$ cat src/rtl/layer_addr_sequencer.sv
`default_nettype none
// ============================================================================
// Module  : layer_addr_sequencer
// Brief   : Streams per-layer weight/bias and input BRAM read addresses; layer
//           bases are derived at elaboration from the per-layer word counts.
// Rev     : 1.0  initial release
// ============================================================================
module layer_addr_sequencer #(
  parameter int unsigned              NUM_LAYERS = 3,
  parameter int unsigned              ADDR_W     = 10,
  parameter int unsigned              IN_ADDR_W  = 10,
  parameter logic [16*NUM_LAYERS-1:0] W_WORDS    = {16'd20, 16'd20, 16'd784},
  parameter int unsigned              WBASE      = 0,
  parameter int unsigned              INBASE     = 0,
  parameter int unsigned              LW         = 3
) (
  input  logic                 clk,
  input  logic                 rst_n,
  input  logic                 start,
  input  logic                 run_all,
  input  logic [LW-1:0]        start_layer,
  input  logic                 next_layer,
  input  logic                 abort,
  output logic                 addr_valid,
  input  logic                 addr_ready,
  output logic [ADDR_W-1:0]    w_addr,
  output logic [IN_ADDR_W-1:0] in_addr,
  output logic                 is_bias,
  output logic                 last_in_layer,
  output logic [LW-1:0]        layer_idx,
  output logic                 busy,
  output logic                 layer_done,
  output logic                 done
);

  function automatic int unsigned f_words(int unsigned l);
    return 32'(W_WORDS[16*l +: 16]);
  endfunction

  // Each layer occupies its weight words followed by one bias word.
  function automatic int unsigned f_base(int unsigned l);
    int unsigned s;
    s = WBASE;
    for (int unsigned j = 0; j < l; j++) s = s + f_words(j) + 1;
    return s;
  endfunction

  function automatic bit f_words_bad();
    bit bad;
    bad = 1'b0;
    for (int unsigned j = 0; j < NUM_LAYERS; j++)
      if (f_words(j) == 0 || 64'(f_words(j)) >= (64'd1 << IN_ADDR_W)) bad = 1'b1;
    return bad;
  endfunction

  localparam int unsigned c_end        = f_base(NUM_LAYERS);
  localparam int unsigned c_tab        = 1 << LW;
  localparam logic [LW-1:0] c_last_layer = LW'(NUM_LAYERS - 1);

  if (NUM_LAYERS < 1 || NUM_LAYERS > 8 || NUM_LAYERS > c_tab) begin : g_err_layers
    $error("layer_addr_sequencer: NUM_LAYERS out of range");
  end
  if (64'(c_end) > (64'd1 << ADDR_W)) begin : g_err_addr
    $error("layer_addr_sequencer: final bias address does not fit in ADDR_W");
  end
  if (f_words_bad()) begin : g_err_words
    $error("layer_addr_sequencer: weight-word count zero or too wide for IN_ADDR_W");
  end

  // Tables padded to the full layer-index range so lookups need no bounds logic.
  logic [ADDR_W-1:0] c_base [c_tab];
  logic [ADDR_W-1:0] c_wcnt [c_tab];
  for (genvar l = 0; l < c_tab; l++) begin : g_tab
    if (l < NUM_LAYERS) begin : g_used
      assign c_base[l] = ADDR_W'(f_base(l));
      assign c_wcnt[l] = ADDR_W'(f_words(l));
    end else begin : g_unused
      assign c_base[l] = '0;
      assign c_wcnt[l] = '0;
    end
  end

  typedef enum logic [2:0] {
    S_IDLE  = 3'd0,
    S_WGT   = 3'd1,
    S_BIAS  = 3'd2,
    S_LWAIT = 3'd3,
    S_FIN   = 3'd4
  } state_t;

  state_t            r_state, w_state_nx;
  logic [LW-1:0]     r_layer, w_layer_nx;
  logic [ADDR_W-1:0] r_k, w_k_nx;
  logic              r_run_all, w_run_all_nx;
  logic              r_nl_pend, w_nl_pend_nx;
  logic              r_layer_done, w_layer_done_nx;
  logic [LW-1:0]     w_start_cl;

  assign w_start_cl = (32'(start_layer) > NUM_LAYERS - 1) ? c_last_layer : start_layer;

  always_ff @(posedge clk or negedge rst_n) begin
    if (!rst_n) begin
      r_state      <= S_IDLE;
      r_layer      <= '0;
      r_k          <= '0;
      r_run_all    <= 1'b0;
      r_nl_pend    <= 1'b0;
      r_layer_done <= 1'b0;
    end else begin
      r_state      <= w_state_nx;
      r_layer      <= w_layer_nx;
      r_k          <= w_k_nx;
      r_run_all    <= w_run_all_nx;
      r_nl_pend    <= w_nl_pend_nx;
      r_layer_done <= w_layer_done_nx;
    end
  end

  always_comb begin
    w_state_nx      = r_state;
    w_layer_nx      = r_layer;
    w_k_nx          = r_k;
    w_run_all_nx    = r_run_all;
    w_nl_pend_nx    = r_nl_pend;
    w_layer_done_nx = 1'b0;
    addr_valid      = 1'b0;
    w_addr          = '0;
    in_addr         = '0;
    is_bias         = 1'b0;
    last_in_layer   = 1'b0;
    busy            = 1'b1;
    done            = 1'b0;
    case (r_state)
      S_IDLE: begin
        busy         = 1'b0;
        w_nl_pend_nx = 1'b0;
        if (start) begin
          w_run_all_nx = run_all;
          w_layer_nx   = w_start_cl;
          w_k_nx       = '0;
          w_state_nx   = S_WGT;
        end
      end
      S_WGT: begin
        addr_valid = 1'b1;
        w_addr     = c_base[r_layer] + r_k;
        in_addr    = IN_ADDR_W'(INBASE) + IN_ADDR_W'(r_k);
        if (addr_ready) begin
          w_k_nx = r_k + ADDR_W'(1);
          if (r_k == c_wcnt[r_layer] - ADDR_W'(1)) w_state_nx = S_BIAS;
        end
      end
      S_BIAS: begin
        // k already equals W_L here, so k-1 repeats the last weight's input address.
        addr_valid    = 1'b1;
        w_addr        = c_base[r_layer] + c_wcnt[r_layer];
        in_addr       = IN_ADDR_W'(INBASE) + IN_ADDR_W'(r_k - ADDR_W'(1));
        is_bias       = 1'b1;
        last_in_layer = 1'b1;
        if (addr_ready) begin
          w_layer_done_nx = 1'b1;
          if (r_run_all && r_layer != c_last_layer) begin
            w_state_nx   = S_LWAIT;
            w_nl_pend_nx = next_layer;
          end else begin
            w_state_nx = S_FIN;
          end
        end
      end
      S_LWAIT: begin
        if (next_layer || r_nl_pend) begin
          w_layer_nx   = r_layer + LW'(1);
          w_k_nx       = '0;
          w_nl_pend_nx = 1'b0;
          w_state_nx   = S_WGT;
        end
      end
      S_FIN: begin
        // busy is released in the same cycle done is raised.
        busy       = 1'b0;
        done       = 1'b1;
        w_state_nx = S_IDLE;
      end
      default: w_state_nx = S_IDLE;
    endcase
    if (abort) begin
      w_state_nx      = S_IDLE;
      w_layer_done_nx = 1'b0;
      w_nl_pend_nx    = 1'b0;
    end
  end

  assign layer_done = r_layer_done;
  assign layer_idx  = r_layer;

endmodule
`default_nettype wire

$ cat config.mk
export PLATFORM = sky130hd
export DESIGN_NAME = layer_addr_sequencer
export DESIGN_NICKNAME = d
export VERILOG_FILES = /design/src/rtl/layer_addr_sequencer.sv
export SDC_FILE = /design/constraint.sdc
export NUM_CORES = 1
export LEC_CHECK = 0
export CORE_MARGIN = 2
export CORE_UTILIZATION = 58
export DETAILED_ROUTE_END_ITERATION = 16
export GPL_ROUTABILITY_DRIVEN = 0
export MAX_ROUTING_LAYER = met4
export PLACE_DENSITY = 0.95
export SLEW_MARGIN = 10
export SYNTH_ARGS = -nofsm -noshare
export SYNTH_HDL_FRONTEND = slang
export SYNTH_SLANG_ARGS = --single-unit
$ cat constraint.sdc
create_clock -name clk -period 9.6 [get_ports clk]
set_input_delay 2.88 -clock clk [delete_from_list [all_inputs] [get_ports clk]]
set_output_delay 2.88 -clock clk [all_outputs]
set_load 0.02 [all_outputs]
==> results by group, run 1 <==
Status
  • Status: completed

CTS
  • CTS H-tree depth: 1
  • TritonCTS Sinks: 19
  • Hold_buf cts: 0
  • Number of post-CTS setup repair buffers: 0
  • CTS resizes: 0
  • CTS tree: built
  • Clk buf depth: 2
  • Clock Pin Slew Worst Setup and Hold Paths: 70 ps
  • Cts bufs inserted: 3
  • Clock latency on the worst-skew pair: 260 ps
  • CTS root buf: clkbuf_8

STA
  • Worst Max-Slew Pin Slew: 989.5 ps
  • Slew Limit Headroom: 0.3403
  • Fin crit share: 0.7619
  • Minimum clock period: 7315 ps
  • Max Transition Viols Final: 0
  • Final setup violation count: 0
  • Final Hold Vio Count: 0
  • Skew final: 2.813 ps
  • Fmax: 136.7 MHz
  • Fin Setup TNS: 0 ps
  • RSZ-0062 raised after global routing: no

Final layout
  • Share of layout cells above drive strength 1: 0.04444
  • Area growth syn-to-layout: 16.95%
  • Layout Nets: 339
  • Final core area utilization: 0.6967
  • Commonest non-fill, non-tap cell in the layout: nand2_1
  • # diodes: 0
  • Leading cell types in the layout, fill and taps excluded: nand2_1 (39), clkdlybuf4s50_1 (38), o21ai_0 (24), nor2_1 (20), a21oi_1 (20)

Synthesis
  • Synthesized area per cell: 7.209 µm²
  • Synthesis-stage register bit count: 19
  • EDFF count, synth: 0
  • Synthesized area: 0.002148 mm²
  • Main synth FF type: dfrtp_1
  • Top cells by area, synth: dfrtp_1 (22%), ha_1 (7.6%), nand2_1 (6.8%), o21ai_0 (5.6%), a21oi_1 (4.7%)
  • Mapped Nets: 321
  • Post-synth top area share: 0.2213
  • Yosys cell types: 47
  • Warnings from Yosys: 0
  • Ys async rst share: 1.000
  • Top cell type by total area after synthesis: dfrtp_1
  • Post-synthesis sequential area ratio: 0.2213
  • Cells after Synth: 298

Setup path
  • WS Path Type: register to output port
  • Crit. End Element: output port
  • R2R depth: 9
  • Crit path from: r_state[2]$_DFFE_PN0P_
  • Data arrival, critical path: 4430 ps
  • Start of the worst register-to-register path: layer_idx[0]$_DFFE_PN0P_
  • Max FO, Critical Path: 31
  • Startpoint types: register
  • Required time of the worst setup path: 6720 ps

Floorplanning
  • Boundary pin count: 39
  • Core area: 0.003606 mm²
  • Die Y: 64.86 µm
  • Starting density of the core: 0.5958
  • Die Area: 0.004207 mm²
  • # rows: 22
  • Die width: 64.86 µm

Global route
  • Largest net degree at the start of global routing: 32
  • GR Util All Layers: 0.2890
  • Initial antenna violation count: 0
  • Remaining Overflow, GRT: 0
  • Number of global-route vias before repair: 2034
  • Global-route wire length before repair: 9508 µm

Worst hold path
  • Hold Path Depth: 1
  • HP Start: r_run_all$_DFFE_PN0P_
  • Hold Crit Class: register to register

Detailed routing
  • Vias: 2283
  • DRC: 0
  • DR WL/cell: 15.49 µm
  • WL final: 5623 µm
  • Number of routed nets with antenna violations: 0
  • DR vias/cell: 6.289
  • Drt pass-1 iters: 7
  • Iter 0 DRT Violations: 332

Job
  • Max-cap violation count: 0

Power
  • VDD IR max: 0.07512 mV
  • Standby leakage power: 1.016 nW
  • Power Dens Cells: 95.44 mW/mm²

Place
  • Port Buffers: 38
  • DPL Wire Length: 4072 µm
flip-flops by register name (all words and copies together) (netlist names):
| name | cells |
|---|---|
| r_k | 10 |
| r_nl_pend | 1 |
| layer_idx | 3 |
| r_state | 3 |
| layer_done | 1 |
| r_run_all | 1 |
cells by family after synthesis:
family | count (synthesis) | share of synthesized area
flip-flops | 19 | 0.2213
AO/OA/AOI/OAI | 82 | 0.2452
buffers and inverters | 42 | 0.08678
adder cells (fa/ha/maj) | 14 | 0.08037
AND/OR/NAND/NOR | 120 | 0.2766
XOR/XNOR | 15 | 0.06115
multiplexers | 6 | 0.02854
metal layers:
layer,wire length [µm],vias to the layer above,track usage
met5,0,-,-
met4,146,0,0.1064
met3,396,16,0.02257
met2,2687,135,0.4742
met1,2392,1043,0.3743
li1,-,1089,-
metrics by stage:
step,setup slack (ps),area (µm²),hold WS (ps),total power [mW],std cells
2_1_floorplan,3657,2148,494.4,0.1557,298
3_3_place_gp,2823,2466,528.5,0.1805,359
3_5_place_dp,2717,2466,540.8,0.1827,359
4_1_cts,2430,2512,554.1,0.2389,363
5_1_grt,1996,2512,576.9,0.2529,363
6_report,2285,2512,557.9,0.2398,363
power breakdown:
part	internal [mW]	switching (mW)
Clock	0.0289	0.0270
Sequential	0.0832	0.00663
Combinational	0.0397	0.0543
synth_stat cells, drive strengths merged, types with 3 or more instances:
cell and instances:
a2111oi 3, a211oi 3, a21o 6, a21oi 20, a311oi 3, a31o 3, and2 4, buf 11
clkbuf 14, dfrtp 19, ha 13, inv 17, mux2i 5, nand2 39, nand2b 4, nand3 12
nand4 3, nor2 20, nor2b 7, nor3 10, nor4 3, o211ai 4, o21ai 24, o31ai 5
or2 4, or3 3, or3b 3, or4 6, xnor2 11, xor2 4
critical path: stages, from the launching register on:
cell and delay (ps):
dfrtp_1 650, or3b_1 860, inv_1 430, nand2_1 150
nand2_1 60, ha_1 390, and4b_1 230, nor3_1 160
a21oi_1 140, a221oi_2 270, mux2i_1 210, clkdlybuf4s50_1 620
layout make-up:
cell class              instances  area [µm²]
clock inverters                 1       5.005
multi-input cells             237        1486
fillers                       273        1094
flip-flops and latches         19       475.5
repair buffers                 38       380.4
well taps                      48       60.06
inverters                      17       63.81
clock buffers                   3       41.29
path summary, 6_finish.rpt:
kind	endpoint	slack, ps
min in group asynchronous	layer_done$_DFF_PN0_	3090
setup / recovery	w_addr[9]	2290
hold / removal	r_run_all$_DFFE_PN0P_	560
max in group asynchronous	r_k[9]$_DFFE_PN0P_	6000
hold reg to reg	r_run_all$_DFFE_PN0P_	560
setup reg to reg	r_state[0]$_DFFE_PN0P_	6290
Power figures use the tool's default switching activity.
==> run 2, diff against run 1 <==
--- a/config.mk
+++ b/config.mk
@@ -6,11 +6,11 @@
 export NUM_CORES = 1
 export LEC_CHECK = 0
 export CORE_MARGIN = 2
-export CORE_UTILIZATION = 58
+export CORE_UTILIZATION = 53
 export DETAILED_ROUTE_END_ITERATION = 16
 export GPL_ROUTABILITY_DRIVEN = 0
 export MAX_ROUTING_LAYER = met4
-export PLACE_DENSITY = 0.95
+export PLACE_DENSITY = 0.9
 export SLEW_MARGIN = 10
 export SYNTH_ARGS = -nofsm -noshare
 export SYNTH_HDL_FRONTEND = slang
==> constraint.sdc (replaced) <==
create_clock -name clk -period 7.7 [get_ports clk]
set_input_delay 2.31 -clock clk [delete_from_list [all_inputs] [get_ports clk]]
set_output_delay 2.31 -clock clk [all_outputs]
set_load 0.02 [all_outputs]
==> results by group, run 2 (synthesized netlist as in run 1, its figures left out) <==
Setup path
  • Data arrival, critical path: 3900 ps (was 4430 ps)
  • WS Path Type: register to output port (unchanged)
  • Crit path depth: 12 (was 11)
  • CP Cell Sequence: inv_1 > ha_1 > nor2b_1 > nand2_1 > nand2_1 > ha_1 > and4b_1 > nor3_1 > a21oi_1 > a221oi_2 > mux2i_1 > clkdlybuf4s50_1 (was or3b_1 > inv_1 > nand2_1 > nand2_1 > ha_1 > and4b_1 > nor3_1 > a21oi_1 > a221oi_2 > mux2i_1 > clkdlybuf4s50_1)
  • Required time of the worst setup path: 5390 ps (was 6720 ps)
  • Crit path capture: w_addr[9] (unchanged)
  • Critical path buffer and inverter count: 2 (unchanged)
  • Kind of cell adding the most delay to the critical path: simple AND/OR/NAND/NOR gates (unchanged)
  • Critical Path Slowest Stage Cell: nor2b_1 (was or3b_1)
  • Max FO, Critical Path: 11 (was 31)
  • R2R depth: 9 (unchanged)
  • Start of the worst register-to-register path: layer_idx[0]$_DFFE_PN0P_ (unchanged)
  • Reg2Reg Setup Slack: 4470 ps (was 6290 ps)
  • Crit. End Element: output port (unchanged)
  • RR Endpoint: r_state[0]$_DFFE_PN0P_ (unchanged)
  • Startpoint types: register (unchanged)
  • Critical path's largest stage delay: 630 ps (was 860 ps)
  • Crit path from: layer_idx[0]$_DFFE_PN0P_ (was r_state[2]$_DFFE_PN0P_)

Detailed routing
  • Iter 0 DRT Violations: 233 (was 332)
  • DRC: 0 (unchanged)
  • Vias: 2186 (was 2283)
  • Drt pass-1 iters: 6 (was 7)
  • DR WL/cell: 14.36 µm (was 15.49 µm)
  • DR vias/cell: 5.973 (was 6.289)
  • Number of routed nets with antenna violations: 0 (unchanged)
  • WL final: 5255 µm (was 5623 µm)

CTS
  • Clock Pin Slew Worst Setup and Hold Paths: 70 ps (about the same)
  • Cts bufs inserted: 3 (unchanged)
  • CTS resizes: 0 (unchanged)
  • CTS root buf: clkbuf_8 (unchanged)
  • Number of post-CTS setup repair buffers: 0 (unchanged)
  • Hold_buf cts: 0 (unchanged)
  • Clock latency on the worst-skew pair: 260 ps (about the same)
  • Clk buf depth: 2 (unchanged)
  • CTS H-tree depth: 1 (unchanged)
  • CTS tree: built (unchanged)
  • TritonCTS Sinks: 19 (unchanged)

STA
  • Max Transition Viols Final: 0 (unchanged)
  • Fin crit share: 0.8068
  • Skew final: 5.385 ps (was 2.813 ps)
  • Fin Setup TNS: 0 ps (unchanged)
  • Fmax: 161.0 MHz
  • Final Hold Vio Count: 0 (unchanged)
  • RSZ-0062 raised after global routing: no (unchanged)
  • Final setup violation count: 0 (unchanged)
  • Minimum clock period: 6213 ps
  • Hold slack: 564.8 ps (was 557.9 ps)
  • Worst Max-Slew Pin Slew: 866.9 ps (was 989.5 ps)
  • Slew Limit Headroom: 0.4199 (was 0.3403)

Final layout
  • Max reg flops: 10 (unchanged)
  • Layout Nets: 340 (was 339)
  • Leading cell types in the layout, fill and taps excluded: nand2_1 (39), clkdlybuf4s50_1 (38), o21ai_0 (24), nor2_1 (20), a21oi_1 (20) (unchanged)
  • # diodes: 0 (unchanged)
  • Post-route design area: 0.002521 mm² (was 0.002512 mm²)
  • Top reg by flops: r_k (unchanged)
  • Share of layout cells above drive strength 1: 0.04430 (was 0.04444)
  • Area growth syn-to-layout: 17.36% (was 16.95%)
  • Final core area utilization: 0.6395 (was 0.6967)
  • Commonest non-fill, non-tap cell in the layout: nand2_1 (unchanged)

Floorplanning
  • # rows: 23 (was 22)
  • Die Y: 67.67 µm (was 64.86 µm)
  • Starting density of the core: 0.5449 (was 0.5958)
  • Die Area: 0.004579 mm² (was 0.004207 mm²)
  • Boundary pin count: 39 (unchanged)
  • Core area: 0.003943 mm² (was 0.003606 mm²)
  • Die width: 67.67 µm (was 64.86 µm)

Worst hold path
  • HP Start: r_run_all$_DFFE_PN0P_ (unchanged)
  • Hold Crit Class: register to register (unchanged)

Global route
  • GR Util met1: 0.3364 (was 0.3743)
  • Met2 Usage GRT: 0.4252 (was 0.4742)
  • Met3 Usage GRT: 0.01833 (was 0.02257)
  • GR peak layer: met2 (unchanged)
  • Initial antenna violation count: 0 (unchanged)
  • Remaining Overflow, GRT: 0 (unchanged)
  • Largest net degree at the start of global routing: 32 (unchanged)
  • GR Util All Layers: 0.2606 (was 0.2890)
  • Number of global-route vias before repair: 2059 (was 2034)
  • Global-route wire length before repair: 9080 µm (was 9508 µm)

Place
  • DPL Wire Length: 4006 µm (was 4072 µm)
  • Cell Area, Placed: 0.002476 mm² (was 0.002466 mm²)
  • Port Buffers: 38 (unchanged)

Job
  • Max-cap violation count: 0 (unchanged)

Power
  • Power Dens Cells: 117.8 mW/mm² (was 95.44 mW/mm²)
  • VDD IR max: 0.1109 mV (was 0.07512 mV)
  • Standby leakage power: 1.018 nW (was 1.016 nW)

Status
  • Status: completed (unchanged)
==> run 2: changes by cell type in the layout (fill, tap and decap cells not counted), sizes merged <==
cell / previous run / this run
clkinv: 1 / 0
buf: 0 / 1
clkbuf: 3 / 4
==> run 2: layout make-up <==
| type | count | area [µm²] |
|---|---|---|
| sequential | 19 | 475.5 |
| tap | 50 | 62.56 |
| multi-input combinational | 237 | 1486 |
| clock buffer | 4 | 45.04 |
| timing repair buffer | 39 | 387.9 |
| inverter | 17 | 63.81 |
| fill | 333 | 1421 |
==> run 2: per-stage QoR <==
step	cells	setup WS, ps	total power [mW]
after floorplan	298	2327	0.1941
after global placement	362	1862	0.2247
after detailed placement	362	1755	0.2282
after CTS	366	1463	0.2981
after global routing	366	1126	0.3166
final	366	1487	0.2970
==> run 2: worst min-delay path by stage <==
stage | slack [ps] | cells after the start | endpoint
after global placement | 530 | 1 | r_run_all$_DFFE_PN0P_
after global routing | 600 | 1 | r_run_all$_DFFE_PN0P_
after CTS | 570 | 1 | r_run_all$_DFFE_PN0P_
after detailed placement | 560 | 1 | r_run_all$_DFFE_PN0P_
final | 560 | 1 | r_run_all$_DFFE_PN0P_
after floorplan | 490 | 1 | r_run_all$_DFFE_PN0P_
==> run 2: routing by layer <==
metal / vias to the layer above / wire, µm / part of all wire
met5: - / 0 / 0
met1: 996 / 2288 / 0.44
met4: 0 / 67 / 0.013
li1: 1101 / - / -
met3: 8 / 333 / 0.063
met2: 81 / 2566 / 0.49
==> run 2: report_power, final <==
group / leakage, nW / switching (mW) / internal, mW
logic: 0.737 / 0.0661 / 0.0492
clock network: 0.0228 / 0.0331 / 0.0368
registers: 0.258 / 0.00803 / 0.104
==> run 2: worst reg2reg max path: cells and delay by family, from the launching register on <==
| kind | cells | cell delay [ps] |
|---|---|---|
| and+or+nand+nor | 3 | 960 |
| xor gates and xnor gates | 1 | 150 |
| buffers and inverters | 1 | 100 |
| AOI/OAI and AO/OA | 2 | 850 |
| DFF | 1 | 440 |
| adders and majority gates | 2 | 540 |
==> run 3, diff against run 2 <==
==> constraint.sdc (replaced) <==
create_clock -name clk -period 5.8 [get_ports clk]
set_input_delay 1.74 -clock clk [delete_from_list [all_inputs] [get_ports clk]]
set_output_delay 1.74 -clock clk [all_outputs]
set_load 0.02 [all_outputs]
==> results by group, run 3 (synthesized netlist as in run 1, its figures left out) <==
Status
  • Status: completed (unchanged)

Final layout
  • Max reg flops: 10 (unchanged)
  • Post-Layout Cell Count: 367 (was 366)
  • Share of layout cells above drive strength 1: 0.05678 (was 0.04430)
  • Fillcell total: 324 (was 333)
  • # diodes: 0 (unchanged)
  • Commonest non-fill, non-tap cell in the layout: nand2_1 (unchanged)
  • Layout Nets: 341 (was 340)
  • Post-route design area: 0.002536 mm² (was 0.002521 mm²)
  • Final core area utilization: 0.6433 (was 0.6395)
  • Top reg by flops: r_k (unchanged)
  • Area growth syn-to-layout: 18.05% (was 17.36%)
  • Leading cell types in the layout, fill and taps excluded: nand2_1 (39), clkdlybuf4s50_1 (38), o21ai_0 (24), nor2_1 (20), a21oi_1 (20) (unchanged)

Detailed routing
  • DRC: 0 (unchanged)
  • DR WL/cell: 15.40 µm (was 14.36 µm)
  • Number of routed nets with antenna violations: 0 (unchanged)
  • Drt pass-1 iters: 5 (was 6)
  • DR vias/cell: 6.191 (was 5.973)
  • WL final: 5652 µm (was 5255 µm)
  • Vias: 2272 (was 2186)
  • Iter 0 DRT Violations: 246 (was 233)

CTS
  • Clock latency on the worst-skew pair: 260 ps (about the same)
  • CTS H-tree depth: 1 (unchanged)
  • Clock Pin Slew Worst Setup and Hold Paths: 70 ps (about the same)
  • CTS root buf: clkbuf_8 (unchanged)
  • Cts bufs inserted: 3 (unchanged)
  • Hold_buf cts: 0 (unchanged)
  • TritonCTS Sinks: 19 (unchanged)
  • CTS tree: built (unchanged)
  • Clk buf depth: 2 (unchanged)

Power
  • P_sw: 0.1437 mW (was 0.1072 mW)
  • VDD IR max: 0.1267 mV (was 0.1109 mV)
  • Logic pwr share: 0.391 (was 0.388)
  • Clock share of power: 0.233 (was 0.235)
  • Power Dens Cells: 155.7 mW/mm² (was 117.8 mW/mm²)
  • Internal: 0.2512 mW (was 0.1897 mW)
  • Total power: 0.3949 mW (was 0.2970 mW)
  • Seq pwr share: 0.376 (about the same)
  • Standby leakage power: 1.017 nW (was 1.018 nW)
  • Switch share: 0.3640 (was 0.3611)

Floorplanning
  • Core area: 0.003943 mm² (unchanged)
  • # rows: 23 (unchanged)
  • Boundary pin count: 39 (unchanged)
  • Die Area: 0.004579 mm² (unchanged)
  • Die width: 67.67 µm (unchanged)
  • Die Y: 67.67 µm (unchanged)
  • Starting density of the core: 0.5449 (unchanged)

STA
  • Minimum clock period: 5556 ps
  • RSZ-0062 raised after global routing: no (unchanged)
  • Worst Max-Slew Pin Slew: 903.6 ps (was 866.9 ps)
  • Fin Setup TNS: 0 ps (unchanged)
  • Final setup violation count: 0 (unchanged)
  • Fmax: 180.0 MHz
  • Fin crit share: 0.9579
  • Slew Limit Headroom: 0.3957 (was 0.4199)
  • Skew final: 3.532 ps (was 5.385 ps)
  • Max Transition Viols Final: 0 (unchanged)
  • Final Hold Vio Count: 0 (unchanged)

Setup path
  • WS Path Type: register to output port (unchanged)
  • Critical path's largest stage delay: 620 ps (was 630 ps)
  • Critical Path Slowest Stage Cell: clkdlybuf4s50_1 (was nor2b_1)
  • Max FO, Critical Path: 14 (was 11)
  • CP Cell Sequence: or3b_1 > clkinvlp_4 > nand2_1 > nand2_1 > ha_1 > and4b_1 > nor3_1 > a21oi_1 > a221oi_2 > mux2i_1 > clkdlybuf4s50_1 (was inv_1 > ha_1 > nor2b_1 > nand2_1 > nand2_1 > ha_1 > and4b_1 > nor3_1 > a21oi_1 > a221oi_2 > mux2i_1 > clkdlybuf4s50_1)
  • Required time of the worst setup path: 4060 ps (was 5390 ps)
  • Startpoint types: register (unchanged)
  • Cell mode on critical path: nand2_1
  • Data arrival, critical path: 3820 ps (was 3900 ps)
  • Crit. End Element: output port (unchanged)

Global route
  • Initial antenna violation count: 0 (unchanged)
  • Number of global-route vias before repair: 2105 (was 2059)
  • Global-route wire length before repair: 9315 µm (was 9080 µm)
  • GR Util All Layers: 0.2700 (was 0.2606)
  • Largest net degree at the start of global routing: 21 (was 32)
  • Remaining Overflow, GRT: 0 (unchanged)

Place
  • Port Buffers: 38 (unchanged)
  • Placed instance count: 363 (was 362)
  • Cell Area, Placed: 0.002484 mm² (was 0.002476 mm²)
  • DPL Wire Length: 4123 µm (was 4006 µm)

Worst hold path
  • Hold Crit Class: register to register (unchanged)

Job
  • Max-cap violation count: 0 (unchanged)
==> run 3: routing by layer <==
layer	vias to the layer above	share of wire	GRT usage
met5	-	0	-
met4	0	0.0074	0.07908
met3	4	0.084	0.02667
met2	112	0.48	0.4559
met1	1061	0.43	0.3412
li1	1095	-	-
==> run 3: metrics by stage <==
stage / hold slack [ps] / setup slack, ps
floorplan: 494.4 / 997.2
global placement: 517.8 / 598.9
detailed placement: 527.2 / 463.1
CTS: 545.2 / 168.9
global route: 588.7 / 27.22
finish: 545.8 / 244.1
==> run 3: final cells by class <==
cell class                 count  area (µm²)  share of cell area
clock buffer                   3       41.29             0.01628
clock inverter                 1       5.005            0.001973
timing repair buffer          40       395.4              0.1559
inverter                      17       67.56             0.02664
tap                           50       62.56             0.02467
multi-input combinational    237        1489              0.5871
sequential                    19       475.5              0.1875
==> run 3: worst paths after layout <==
path / cells past startpoint / from / slack [ps] / endpoint
setup / recovery: 11 / r_state[1]$_DFFE_PN0P_ / 240 / w_addr[9]
hold / removal: 1 / r_run_all$_DFFE_PN0P_ / 550 / r_run_all$_DFFE_PN0P_
setup reg to reg: 9 / layer_idx[0]$_DFFE_PN0P_ / 2920 / r_state[0]$_DFFE_PN0P_
hold reg to reg: 1 / r_run_all$_DFFE_PN0P_ / 550 / r_run_all$_DFFE_PN0P_
max in group asynchronous: 1 / rst_n / 3260 / r_state[1]$_DFFE_PN0P_
min in group asynchronous: 1 / rst_n / 1990 / r_state[0]$_DFFE_PN0P_
==> run 3: timing repair <==
item,CTS,global route
setup buffers,0,0
endpoints found under the setup margin,0,2
gates resized for setup,0,2
==> run 3: power groups by stage <==
stage / combinational [mW] / sequential (mW) / clock [mW]
after detailed placement: 0.152 / 0.151 / 0
final: 0.154 / 0.149 / 0.0921
after global routing: 0.172 / 0.150 / 0.101
after CTS: 0.152 / 0.148 / 0.0964
after global placement: 0.148 / 0.150 / 0
after floorplan: 0.111 / 0.147 / 0
==> run 3: critical path: cells and delay by family (launching register included) <==
| family | cells | cell delay [ps] |
|---|---|---|
| AO/OA/AOI/OAI | 2 | 440 |
| adder cells (fa/ha/maj) | 1 | 370 |
| buffers and inverters | 2 | 980 |
| flip-flops | 1 | 510 |
| multiplexers | 1 | 210 |
| AND/OR/NAND/NOR | 5 | 1060 |
